File: src/rtl/bus_pkg.sv
// Shared definitions for the bus-source selector: mode encodings, output
// register state and one-hot helpers sized for up to MAX_N channels.
package bus_pkg;

  localparam int unsigned MODE_SELECT = 0;
  localparam int unsigned MODE_RR     = 1;

  localparam int unsigned MAX_N = 64;
  localparam int unsigned IDX_W = $clog2(MAX_N);

  typedef enum logic {
    OUT_EMPTY = 1'b0,
    OUT_FULL  = 1'b1
  } out_state_t;

  function automatic logic is_onehot(input logic [MAX_N-1:0] vec);
    return (vec != '0) && ((vec & (vec - MAX_N'(1))) == '0);
  endfunction

  function automatic logic [IDX_W-1:0] onehot_to_idx(input logic [MAX_N-1:0] vec);
    logic [IDX_W-1:0] idx;
    idx = '0;
    for (int unsigned i = 0; i < MAX_N; i++) begin
      if (vec[i]) idx = IDX_W'(i);
    end
    return idx;
  endfunction

endpackage

File: src/rtl/stream_select_mux_if.sv
// Handshake bundle between N bus sources, the selector and the bus consumer.
interface stream_select_mux_if #(
  parameter int unsigned N = 4,
  parameter int unsigned W = 8
);
  logic [N-1:0]         in_valid;
  logic [N*W-1:0]       in_data;
  logic [N-1:0]         in_ready;
  logic [N-1:0]         sel;
  logic                 out_valid;
  logic                 out_ready;
  logic [W-1:0]         out_data;
  logic [$clog2(N)-1:0] out_src;
  logic                 sel_err;

  // slave: the selector itself
  modport slave (
    input  in_valid, in_data, sel, out_ready,
    output in_ready, out_valid, out_data, out_src, sel_err
  );

  // master: sources and consumer around the selector
  modport master (
    output in_valid, in_data, sel, out_ready,
    input  in_ready, out_valid, out_data, out_src, sel_err
  );
endinterface

File: src/rtl/rr_arbiter.sv
// Combinational round-robin arbiter: first requester at or above ptr wins,
// scanning upward and wrapping from N-1 to 0.
module rr_arbiter #(
  parameter int unsigned N = 4,
  localparam int unsigned PW = $clog2(N)
) (
  input  logic [N-1:0]  req,
  input  logic [PW-1:0] ptr,
  output logic [N-1:0]  grant
);

  int unsigned   pos;
  logic [PW-1:0] idx;
  logic          found;

  always_comb begin
    grant = '0;
    found = 1'b0;
    pos   = 0;
    idx   = '0;
    for (int unsigned k = 0; k < N; k++) begin
      pos = 32'(ptr) + k;
      if (pos >= N) pos = pos - N;
      idx = PW'(pos);
      if (!found && req[idx]) begin
        grant[idx] = 1'b1;
        found      = 1'b1;
      end
    end
  end

endmodule

File: src/rtl/stream_select_mux.sv
// Registered N-channel selector feeding the shared bus; one output word
// buffered, with external one-hot select or internal round-robin choice.
module stream_select_mux
  import bus_pkg::*;
#(
  parameter int unsigned N    = 4,
  parameter int unsigned W    = 8,
  parameter int unsigned MODE = MODE_SELECT
) (
  input logic               clk,
  input logic               rst_n,
  stream_select_mux_if.slave bus
);

  localparam int unsigned SW = $clog2(N);

  out_state_t    state;
  logic [W-1:0]  data_q;
  logic [SW-1:0] src_q;
  logic          sel_err_q;

  logic [N-1:0]  grant;
  logic          load;
  logic          xfer;
  logic [W-1:0]  xfer_data;
  logic [SW-1:0] xfer_src;

  assign load = (state == OUT_EMPTY) | bus.out_ready;
  assign xfer = |(bus.in_valid & grant) & load;

  always_comb begin
    xfer_data = '0;
    for (int unsigned i = 0; i < N; i++) begin
      if (grant[i]) xfer_data = bus.in_data[i*W +: W];
    end
  end

  assign xfer_src = SW'(onehot_to_idx(MAX_N'(grant)));

  generate
    if (MODE == MODE_RR) begin : g_rr
      logic [SW-1:0] ptr;

      rr_arbiter #(.N(N)) u_arb (
        .req   (bus.in_valid),
        .ptr   (ptr),
        .grant (grant)
      );

      always_ff @(posedge clk) begin
        if (!rst_n) begin
          ptr <= '0;
        end else if (xfer) begin
          ptr <= (xfer_src == SW'(N-1)) ? '0 : SW'(xfer_src + SW'(1));
        end
      end

      assign sel_err_q = 1'b0;
    end else begin : g_sel
      logic sel_legal;
      logic sel_multi;

      assign sel_legal = is_onehot(MAX_N'(bus.sel));
      assign sel_multi = (bus.sel != '0) & ~sel_legal;
      assign grant     = sel_legal ? bus.sel : '0;

      always_ff @(posedge clk) begin
        if (!rst_n) sel_err_q <= 1'b0;
        else        sel_err_q <= sel_multi;
      end
    end
  endgenerate

  // A transfer and a consume in the same cycle simply reload: no bubble.
  always_ff @(posedge clk) begin
    if (!rst_n) begin
      state  <= OUT_EMPTY;
      data_q <= '0;
      src_q  <= '0;
    end else if (xfer) begin
      state  <= OUT_FULL;
      data_q <= xfer_data;
      src_q  <= xfer_src;
    end else if (bus.out_ready) begin
      state  <= OUT_EMPTY;
    end
  end

  assign bus.in_ready  = {N{load}} & grant;
  assign bus.out_valid = (state == OUT_FULL);
  assign bus.out_data  = data_q;
  assign bus.out_src   = src_q;
  assign bus.sel_err   = sel_err_q;

endmodule
File: src/flat_wrapper.sv
// flat-port wrapper written by rule: the top's interface ports become plain ports
module stream_select_mux_flat import bus_pkg::*;
#(
  parameter int unsigned N    = 4,
  parameter int unsigned W    = 8,
  parameter int unsigned MODE = MODE_SELECT
)
  (clk, rst_n, bus_in_valid, bus_in_data, bus_sel, bus_out_ready, bus_in_ready, bus_out_valid, bus_out_data, bus_out_src, bus_sel_err);
  stream_select_mux_if #(.N(N), .W(W)) bus_i ();
  input logic clk;
  input logic rst_n;
  input wire logic [$bits(bus_i.in_valid)-1:0] bus_in_valid;
  input wire logic [$bits(bus_i.in_data)-1:0] bus_in_data;
  input wire logic [$bits(bus_i.sel)-1:0] bus_sel;
  input wire logic [$bits(bus_i.out_ready)-1:0] bus_out_ready;
  output wire logic [$bits(bus_i.in_ready)-1:0] bus_in_ready;
  output wire logic [$bits(bus_i.out_valid)-1:0] bus_out_valid;
  output wire logic [$bits(bus_i.out_data)-1:0] bus_out_data;
  output wire logic [$bits(bus_i.out_src)-1:0] bus_out_src;
  output wire logic [$bits(bus_i.sel_err)-1:0] bus_sel_err;
  assign bus_i.in_valid = bus_in_valid;
  assign bus_i.in_data = bus_in_data;
  assign bus_i.sel = bus_sel;
  assign bus_i.out_ready = bus_out_ready;
  assign bus_in_ready = bus_i.in_ready;
  assign bus_out_valid = bus_i.out_valid;
  assign bus_out_data = bus_i.out_data;
  assign bus_out_src = bus_i.out_src;
  assign bus_sel_err = bus_i.sel_err;
  stream_select_mux #(.N(N), .W(W), .MODE(MODE)) u_core (.clk(clk), .rst_n(rst_n), .bus(bus_i));
endmodule
File: config.mk
export PLATFORM = sky130hd
export DESIGN_NAME = stream_select_mux_flat
export DESIGN_NICKNAME = d
export VERILOG_FILES = /design/src/rtl/bus_pkg.sv /design/src/rtl/stream_select_mux_if.sv /design/src/rtl/rr_arbiter.sv /design/src/rtl/stream_select_mux.sv /design/src/flat_wrapper.sv
export SDC_FILE = /design/constraint.sdc
export NUM_CORES = 1
export LEC_CHECK = 0
export BUFFER_PORTS_ARGS = -buffer_cell sky130_fd_sc_hd__buf_2
export CORE_MARGIN = 1
export CORE_UTILIZATION = 43
export DETAILED_ROUTE_END_ITERATION = 8
export PLACE_DENSITY = 0.82
export SYNTH_ARGS = -nofsm -noshare
export SYNTH_HDL_FRONTEND = slang
export SYNTH_HIERARCHICAL = 1
export SYNTH_SLANG_ARGS = --single-unit
File: constraint.sdc
create_clock -name clk -period 1.92 [get_ports clk]
set_input_delay 0.288 -clock clk [delete_from_list [all_inputs] [get_ports clk]]
set_output_delay 0.288 -clock clk [all_outputs]
set_load 0.02 [all_outputs]
# Word level (Yosys, flattened, before mapping)
# Index checks and enable logic that the tools add are counted.
# classes
reduce_logical,5
bitwise_logic,8
mux,10
n_addsub,1
# op_table
cell,count
4-bit by 64-bit AND with 64-bit output,1
64-bit logical NOT,1
8-bit 2-to-1 mux,4
4-bit AND,2
4-bit by 1-bit subtractor with 5-bit output (second input constant),1
2-bit 2-to-1 mux,2
4-bit 2-to-1 mux,1
4-bit nonzero test,1
4-bit OR reduction,1
1-bit 2-to-1 mux,3
1-bit AND,2
1-bit inverter,2
2-bit nonzero test,1
1-bit logical AND,1
1-bit bitwise OR,1
# word_totals
word_cells,28
regBits,12
input_bits,43

# Longest topological paths before layout
# Gate-level depths: netlist (run 1).
# depth
word_depth,9
ltp_mapped,6
ltp_nobuf,4

# Least setup slack after synthesis (run 1)
# Ideal clock, no wire load.
# synth_path
path_type,input-to-output
start,input bus_sel[2]
end,output bus_in_ready[0]
arrival_ps,1526
required_ps,1632
n_path_buf,2
cell_stages,4
slack_ps,106
path_cell_list,clkbuf_2 > clkbuf_1 > or3_1 > nor3b_1
# synth_between
elab_chain_cells,6
elab_cells_between_ends,7
cone_classes,add/sub (1); mux (1); bitwise (2); reduce/logical (3)
# synth_lines
element,line_no,text
start: declaration,flat_wrapper.sv:14,input wire logic [$bits(bus_i.sel)-1:0] bus_sel;
4-bit by 1-bit subtractor with 5-bit output,bus_pkg.sv:17,return (vec != '0) && ((vec & (vec - MAX_N'(1))) == '0);
4-bit by 64-bit AND with 64-bit output,bus_pkg.sv:17,
64-bit logical NOT,bus_pkg.sv:17,
1-bit logical AND (*),bus_pkg.sv:17,
4-bit 2-to-1 mux (*),stream_select_mux.sv:65,assign grant = sel_legal ? bus.sel : '0;
4-bit AND (*),stream_select_mux.sv:89,assign bus.in_ready = {N{load}} & grant;
end: declaration,flat_wrapper.sv:16,output wire logic [$bits(bus_i.in_ready)-1:0] bus_in_ready;
# Mark *: on every way between the ends. The rest lies on a longest branch, timed or not.

# Worst setup path after layout (run 1)
# layout_path
start,"register u_core.state, in the netlist u_core/bus.out_valid"
end,output bus_in_ready[0]
# layout_between
elab_chain_cells,3
# layout_lines
element,line_no,text
start: declaration,stream_select_mux.sv:17,out_state_t state;
start signal: assignment,stream_select_mux.sv:77,state <= OUT_EMPTY;
start signal: assignment,stream_select_mux.sv:81,state <= OUT_FULL;
start signal: assignment,stream_select_mux.sv:85,state <= OUT_EMPTY;
1-bit inverter,stream_select_mux.sv:28,assign load = (state == OUT_EMPTY) | bus.out_ready;
1-bit bitwise OR,stream_select_mux.sv:28,
4-bit AND,stream_select_mux.sv:89,
# Every way passes these cells.

==> results of run 1 <==
==> cell families (layout without fill, tap and decap cells) <==
logic type,after synthesis,after routing,share of synthesized area [%]
XOR/XNOR,1,1,0.900
AND/OR/NAND/NOR,57,57,39.1
flip-flops,12,12,24.7
AO/OA/AOI/OAI,35,35,28.1
buffers and inverters,15,70,7.20
==> path summary, 6_finish.rpt <==
check                        start  cells past startpoint  slack (ns)               endpoint
max reg2reg   u_core/bus.out_valid                      5        0.41  u_core/bus.out_src[0]
min reg2reg  u_core/bus.out_src[0]                      2        0.59  u_core/bus.out_src[0]
max           u_core/bus.out_valid                      4        0.17        bus_in_ready[0]
min                          rst_n                      2        0.28  u_core/bus.out_src[1]
==> power breakdown <==
group	internal [mW]	switching (mW)	total (mW)
registers	0.263	0.00692	0.270
logic	0.0962	0.105	0.202
clock network	0.0726	0.0782	0.151
==> registers in the layout, summed over array words and instances, names as in the netlist <==
signal / cells
u_core/bus.out_data: 8
u_core/bus.out_src: 2
u_core/bus.out_valid: 1
u_core/bus.sel_err: 1
==> cell usage after synthesis, types with 2 or more instances <==
library cell	instances
clkbuf_1	9
a21oi_1	10
nand3b_1	17
a311oi_1	7
and3_1	8
o21ai_0	2
nor2b_1	2
clkbuf_2	2
and3b_1	2
nor3_1	9
dfxtp_1	12
nand2_1	8
nor3b_1	2
o21bai_1	9
==> metal layers <==
| layer | vias to the layer above | global-route usage (%) | part of all wire [%] | wire (um) |
|---|---|---|---|---|
| li1 | 561 | - | - | - |
| met1 | 504 | 25.1 | 42 | 1110 |
| met2 | 55 | 41.7 | 49 | 1290 |
| met3 | 4 | 7.10 | 8.5 | 224 |
| met4 | 0 | 2.86 | 0.91 | 24 |
| met5 | - | 0 | 0 | 0 |
==> area by class of cell <==
type                            instances  area share [%]
Clock buffer                            3            1.71
Inverter                                1           0.286
Sequential cell                        12            18.3
Timing Repair Buffer                   66            26.7
Tap cell                               27            2.57
Multi-Input combinational cell         93            50.5
==> worst max-delay path, cell delays in order (launching register included) <==
cell and delay [ns]:
dfxtp_1 0.32, nor2b_1 0.17, or3_1 0.33, nor3b_1 0.19, buf_2 0.19
==> cells in the final DEF, fill, tap and decap left out, types with 2 or more instances in the layout <==
cell type	netlist	final
a21oi_1	10	10
a311oi_1	7	7
clkbuf_4	0	3
buf_2	0	58
nand2_1	8	8
nor3b_1	2	2
o21bai_1	9	9
buf_4	1	8
nand3b_1	17	17
and3b_1	2	2
and3_1	8	8
dfxtp_1	12	12
o21ai_0	2	2
nor2b_1	2	2
nor3_1	9	9
==> metrics by stage <==
| step | worst slack (ns) | hold WS, ns |
|---|---|---|
| 2_1_floorplan | 0.106 | 0.406 |
| 3_3_place_gp | 0.335 | 0.541 |
| 6_report | 0.167 | 0.277 |
| 4_1_cts | 0.150 | 0.272 |
| 5_1_grt | 0.0726 | 0.255 |
| 3_5_place_dp | 0.273 | 0.553 |
==> results.json, run 1 <==
{
  "status": "complete, no violations",
  "synth.top_cell.area_share_pct": 24.7,
  "avgSynthCellArea_sq_um": 8.11,
  "place_hpwl_mm": 2.08,
  "antenna_found_initial": 0,
  "worstPathMaxFanout": 3,
  "synthToLayoutAreaGrowth_pct": 35.0,
  "multi_input_area_sq_um": 663,
  "placed_cells": 199,
  "track_usage_pct": 22.4,
  "path_clk_slew_ns": 0.07,
  "io_pins": 59,
  "dieArea_sq_mm": 0.00246,
  "vias": 1124,
  "cts_sinks": 12,
  "utilization_pct": 64.3,
  "synth_flop_cell": "dfxtp_1",
  "start_kind": "flop",
  "postRouteAntennaNets": 0,
  "clock_latency_ns": 0.27,
  "netlist_instances": 120,
  "grt_pass1_vias": 1046,
  "hold_path.class": "in2reg",
  "fp-row-count": 16,
  "yosysSeqAreaShare_pct": 24.7,
  "critPathKind": "reg2out",
  "design_area_sq_mm": 0.00131,
  "fmax_ghz": 0.571,
  "synth_area_leader_cell": "dfxtp_1",
  "cts_buffers": 3,
  "place.gp.congestion": 0.779,
  "tightestPinTransition_ns": 0.300,
  "cts_tree": "done",
  "core_region_area_sq_mm": 0.00204,
  "placed_cell_area_sq_mm": 0.00129,
  "routedWlPerCell_um": 13.1,
  "finalSetupTns_ns": 0,
  "cts_hold_buf": 0,
  "h-tree-depth": 1,
  "grt_setup_unrepaired": "no",
  "n_antenna_cell": 0,
  "peakVddDrop_v": 0.000509,
  "synth_edf_count": 0,
  "die_w_um": 49.6,
  "ctsResizeCount": 0,
  "synth.ff_latch_count": 12,
  "end_kind": "primary output",
  "clockBufferDepth": 2,
  "fill_cells": 187,
  "drc": 0,
  "totalWireLength_mm": 2.65,
  "synth_area_sq_um": 973,
  "total_power_uw": 622,
  "cts_root_buffer": "clkbuf_4",
  "regArea_sq_um": 240,
  "port-buffer-count": 58,
  "setup_viol": 0,
  "maxCapViolCount": 0,
  "drtIter0Drc": 24,
  "arrival_ns": 1.46,
  "synth.distinct_cells": 35,
  "min_period_over_period_pct": 91.3,
  "start_util_pct": 47.7,
  "via_per_inst": 5.56,
  "layout.nets": 220,
  "fin_crit_ns": 1.75,
  "grt_pass1_wl_mm": 4.28,
  "post_cts_buffers": 0,
  "stdcell_count": 202,
  "grt-ovfl-total": 0,
  "yosysWarningCount": 6,
  "cellLeakagePower_nw": 0.638,
  "fin_skew_ns": 0.00272,
  "synth_async_sr_flop_share_pct": 0,
  "hold_viol_final": 0,
  "syn-num-nets": 163,
  "grt_max_degree": 21,
  "power.density_mw_per_mm2": 474,
  "synth_area_leaders": "dfxtp_1, nand3b_1, o21bai_1",
  "drt-pass1-iter-count": 4,
  "worstPathRequired_ns": 1.63,
  "slew_viol_final": 0,
  "dieHeight_um": 49.6,
  "slew_headroom_pct": 80.0,
  "drive_gt1_share_pct": 42.3
}
Power figures use the tool's default switching activity.
==> run 2, diff against run 1 <==
RECOVER_POWER = 50   (was unset)
==> run 2 against run 1 <==
  * Clock skew about the same
  * Register-to-register slack barely moved
  * Final area fell by 1.4%
  * Flip-flop and latch count did not move
  * Total power is 0.67% lower
  * Utilization is 0.92 points lower
  * Final cell count stayed put
  * Sequential power hardly changed
  * Critical path depth stayed put
  * Die area did not move
  * Combinational power shrank 2%
  * Global-route usage did not move
  * Critical endpoint unchanged
  * Largest cell class unchanged
  * Largest power group unchanged
==> results.json, run 2 (synthesis results as in run 1) <==
{
  "status": "complete, no violations",
  "fin_crit_ns": 1.76,
  "cts_sinks": 12,
  "clockBufferDepth": 2,
  "place_hpwl_mm": 2.08,
  "regArea_sq_um": 240,
  "path_clk_slew_ns": 0.07,
  "critical_path.max_stage_delay_ns": 0.33,
  "slew_viol_final": 0,
  "cp_slowest_cell": "or3_1",
  "postRouteAntennaNets": 0,
  "drtIter0Drc": 31,
  "h-tree-depth": 1,
  "largest_register_ffs": 8,
  "core_region_area_sq_mm": 0.00204,
  "io_pins": 59,
  "port-buffer-count": 58,
  "min_period_over_period_pct": 91.4,
  "end_kind": "primary output",
  "totalWireLength_mm": 2.69,
  "start_util_pct": 47.7,
  "hold_path.class": "in2reg",
  "arrival_ns": 1.47,
  "cts_root_buffer": "clkbuf_4",
  "synthToLayoutAreaGrowth_pct": 33.0,
  "multi_input_area_sq_um": 663,
  "post_cts_buffers": 0,
  "cts_hold_buf": 0,
  "antenna_found_initial": 0,
  "setup_viol": 0,
  "dieArea_sq_mm": 0.00246,
  "power.internal_uw": 427,
  "slew_headroom_pct": 57.7,
  "drive_gt1_share_pct": 34.9,
  "start_kind": "flop",
  "tightestPinTransition_ns": 0.635,
  "place.gp.congestion": 0.779,
  "cts_buffers": 3,
  "peakVddDrop_v": 0.000511,
  "cellLeakagePower_nw": 0.585,
  "critPathTopFamily": "simple AND/OR/NAND/NOR gates",
  "grt_max_degree": 21,
  "dieHeight_um": 49.6,
  "fin_skew_ns": 0.00289,
  "grt_pass1_wl_mm": 4.28,
  "p_sw_uw": 191,
  "top_usage_layer": "met2",
  "grtUsageMet1_pct": 25.1,
  "finalSetupTns_ns": 0,
  "final_common_cell": "buf_2",
  "cp_cell_sequence": "nor2b_1 > or3_1 > nor3b_1 > buf_2",
  "cts_tree": "done",
  "n_antenna_cell": 0,
  "hold_viol_final": 0,
  "swShare_pct": 30.9,
  "fmax_ghz": 0.570,
  "drc": 0,
  "clock_latency_ns": 0.27,
  "worstPathMaxFanout": 3,
  "worstPathRequired_ns": 1.63,
  "routedWlPerCell_um": 13.3,
  "via_per_inst": 5.56,
  "die_w_um": 49.6,
  "clockPowerShare_pct": 24.4,
  "vias": 1123,
  "layout.nets": 220,
  "grt-ovfl-total": 0,
  "track_usage_pct": 22.4,
  "drt-pass1-iter-count": 5,
  "crit_buf_inv": 1,
  "placed_cells": 199,
  "p_comb_share_pct": 31.8,
  "grtUsageMet3_pct": 7.10,
  "stdcell_count": 202,
  "ctsResizeCount": 0,
  "maxCapViolCount": 0,
  "power.density_mw_per_mm2": 477,
  "fp-row-count": 16,
  "critPathKind": "reg2out",
  "layout_common_cells": "buf_2, nand3b_1, clkbuf_1",
  "grt_pass1_vias": 1046,
  "grt_setup_unrepaired": "no",
  "fill_cells": 199,
  "seqPwrFrac_pct": 43.8,
  "use_met2_pct": 41.7
}
==> run 2: changes by cell type in the layout (fill, tap and decap cells not counted) <==
cell,delta
buf_2,-12
buf_4,-1
clkbuf_1,+13
==> run 2: worst reg2reg max path, stage by stage, from the launching register on <==
cell and delay (ns):
dfxtp_1 0.35, nor2b_1 0.27, a2111oi_4 0.06, buf_4 0.18, or3b_2 0.44, a21oi_1 0.13
==> run 2: metrics by stage <==
stage               hold slack, ns  util, %  power, mW  setup WS, ns  instance area (sq um)
global placement             0.541     63.2      0.470         0.335                   1290
detailed placement           0.553     63.2      0.476         0.273                   1290
CTS                          0.272     64.3      0.623         0.150                   1310
floorplan                    0.406        -      0.397         0.106                    973
finish                       0.276     63.4      0.618         0.164                   1290
global route                 0.255     63.4      0.662        0.0657                   1290
==> run 2: worst paths after layout <==
path	from	end	slack, ns	cells after the start
max	u_core/bus.out_valid	bus_in_ready[0]	0.16	4
min	rst_n	u_core/bus.out_src[1]	0.28	2
max reg2reg	u_core/bus.out_valid	u_core/bus.out_src[0]	0.41	5
min reg2reg	u_core/bus.out_src[0]	u_core/bus.out_src[0]	0.59	2
==> run 2: layout make-up <==
| class | instances | area share (%) |
|---|---|---|
| inverter | 1 | 0.290 |
| clock buffer | 3 | 1.74 |
| sequential | 12 | 18.6 |
| timing repair buffer | 66 | 25.6 |
| tap | 27 | 2.61 |
| multi-input combinational | 93 | 51.2 |
==> run 2: power groups by stage <==
stage	sequential, mW	clock [mW]	combinational (mW)
2_1_floorplan	0.293	0	0.104
3_3_place_gp	0.275	0	0.195
3_5_place_dp	0.276	0	0.200
4_1_cts	0.270	0.152	0.201
5_1_grt	0.272	0.175	0.215
6_report	0.271	0.151	0.197
==> run 2: per-layer routing <==
layer | up-vias | wire, um
met5 | - | 0
met4 | 0 | 16
met3 | 2 | 228
met2 | 53 | 1280
met1 | 509 | 1160
li1 | 559 | -
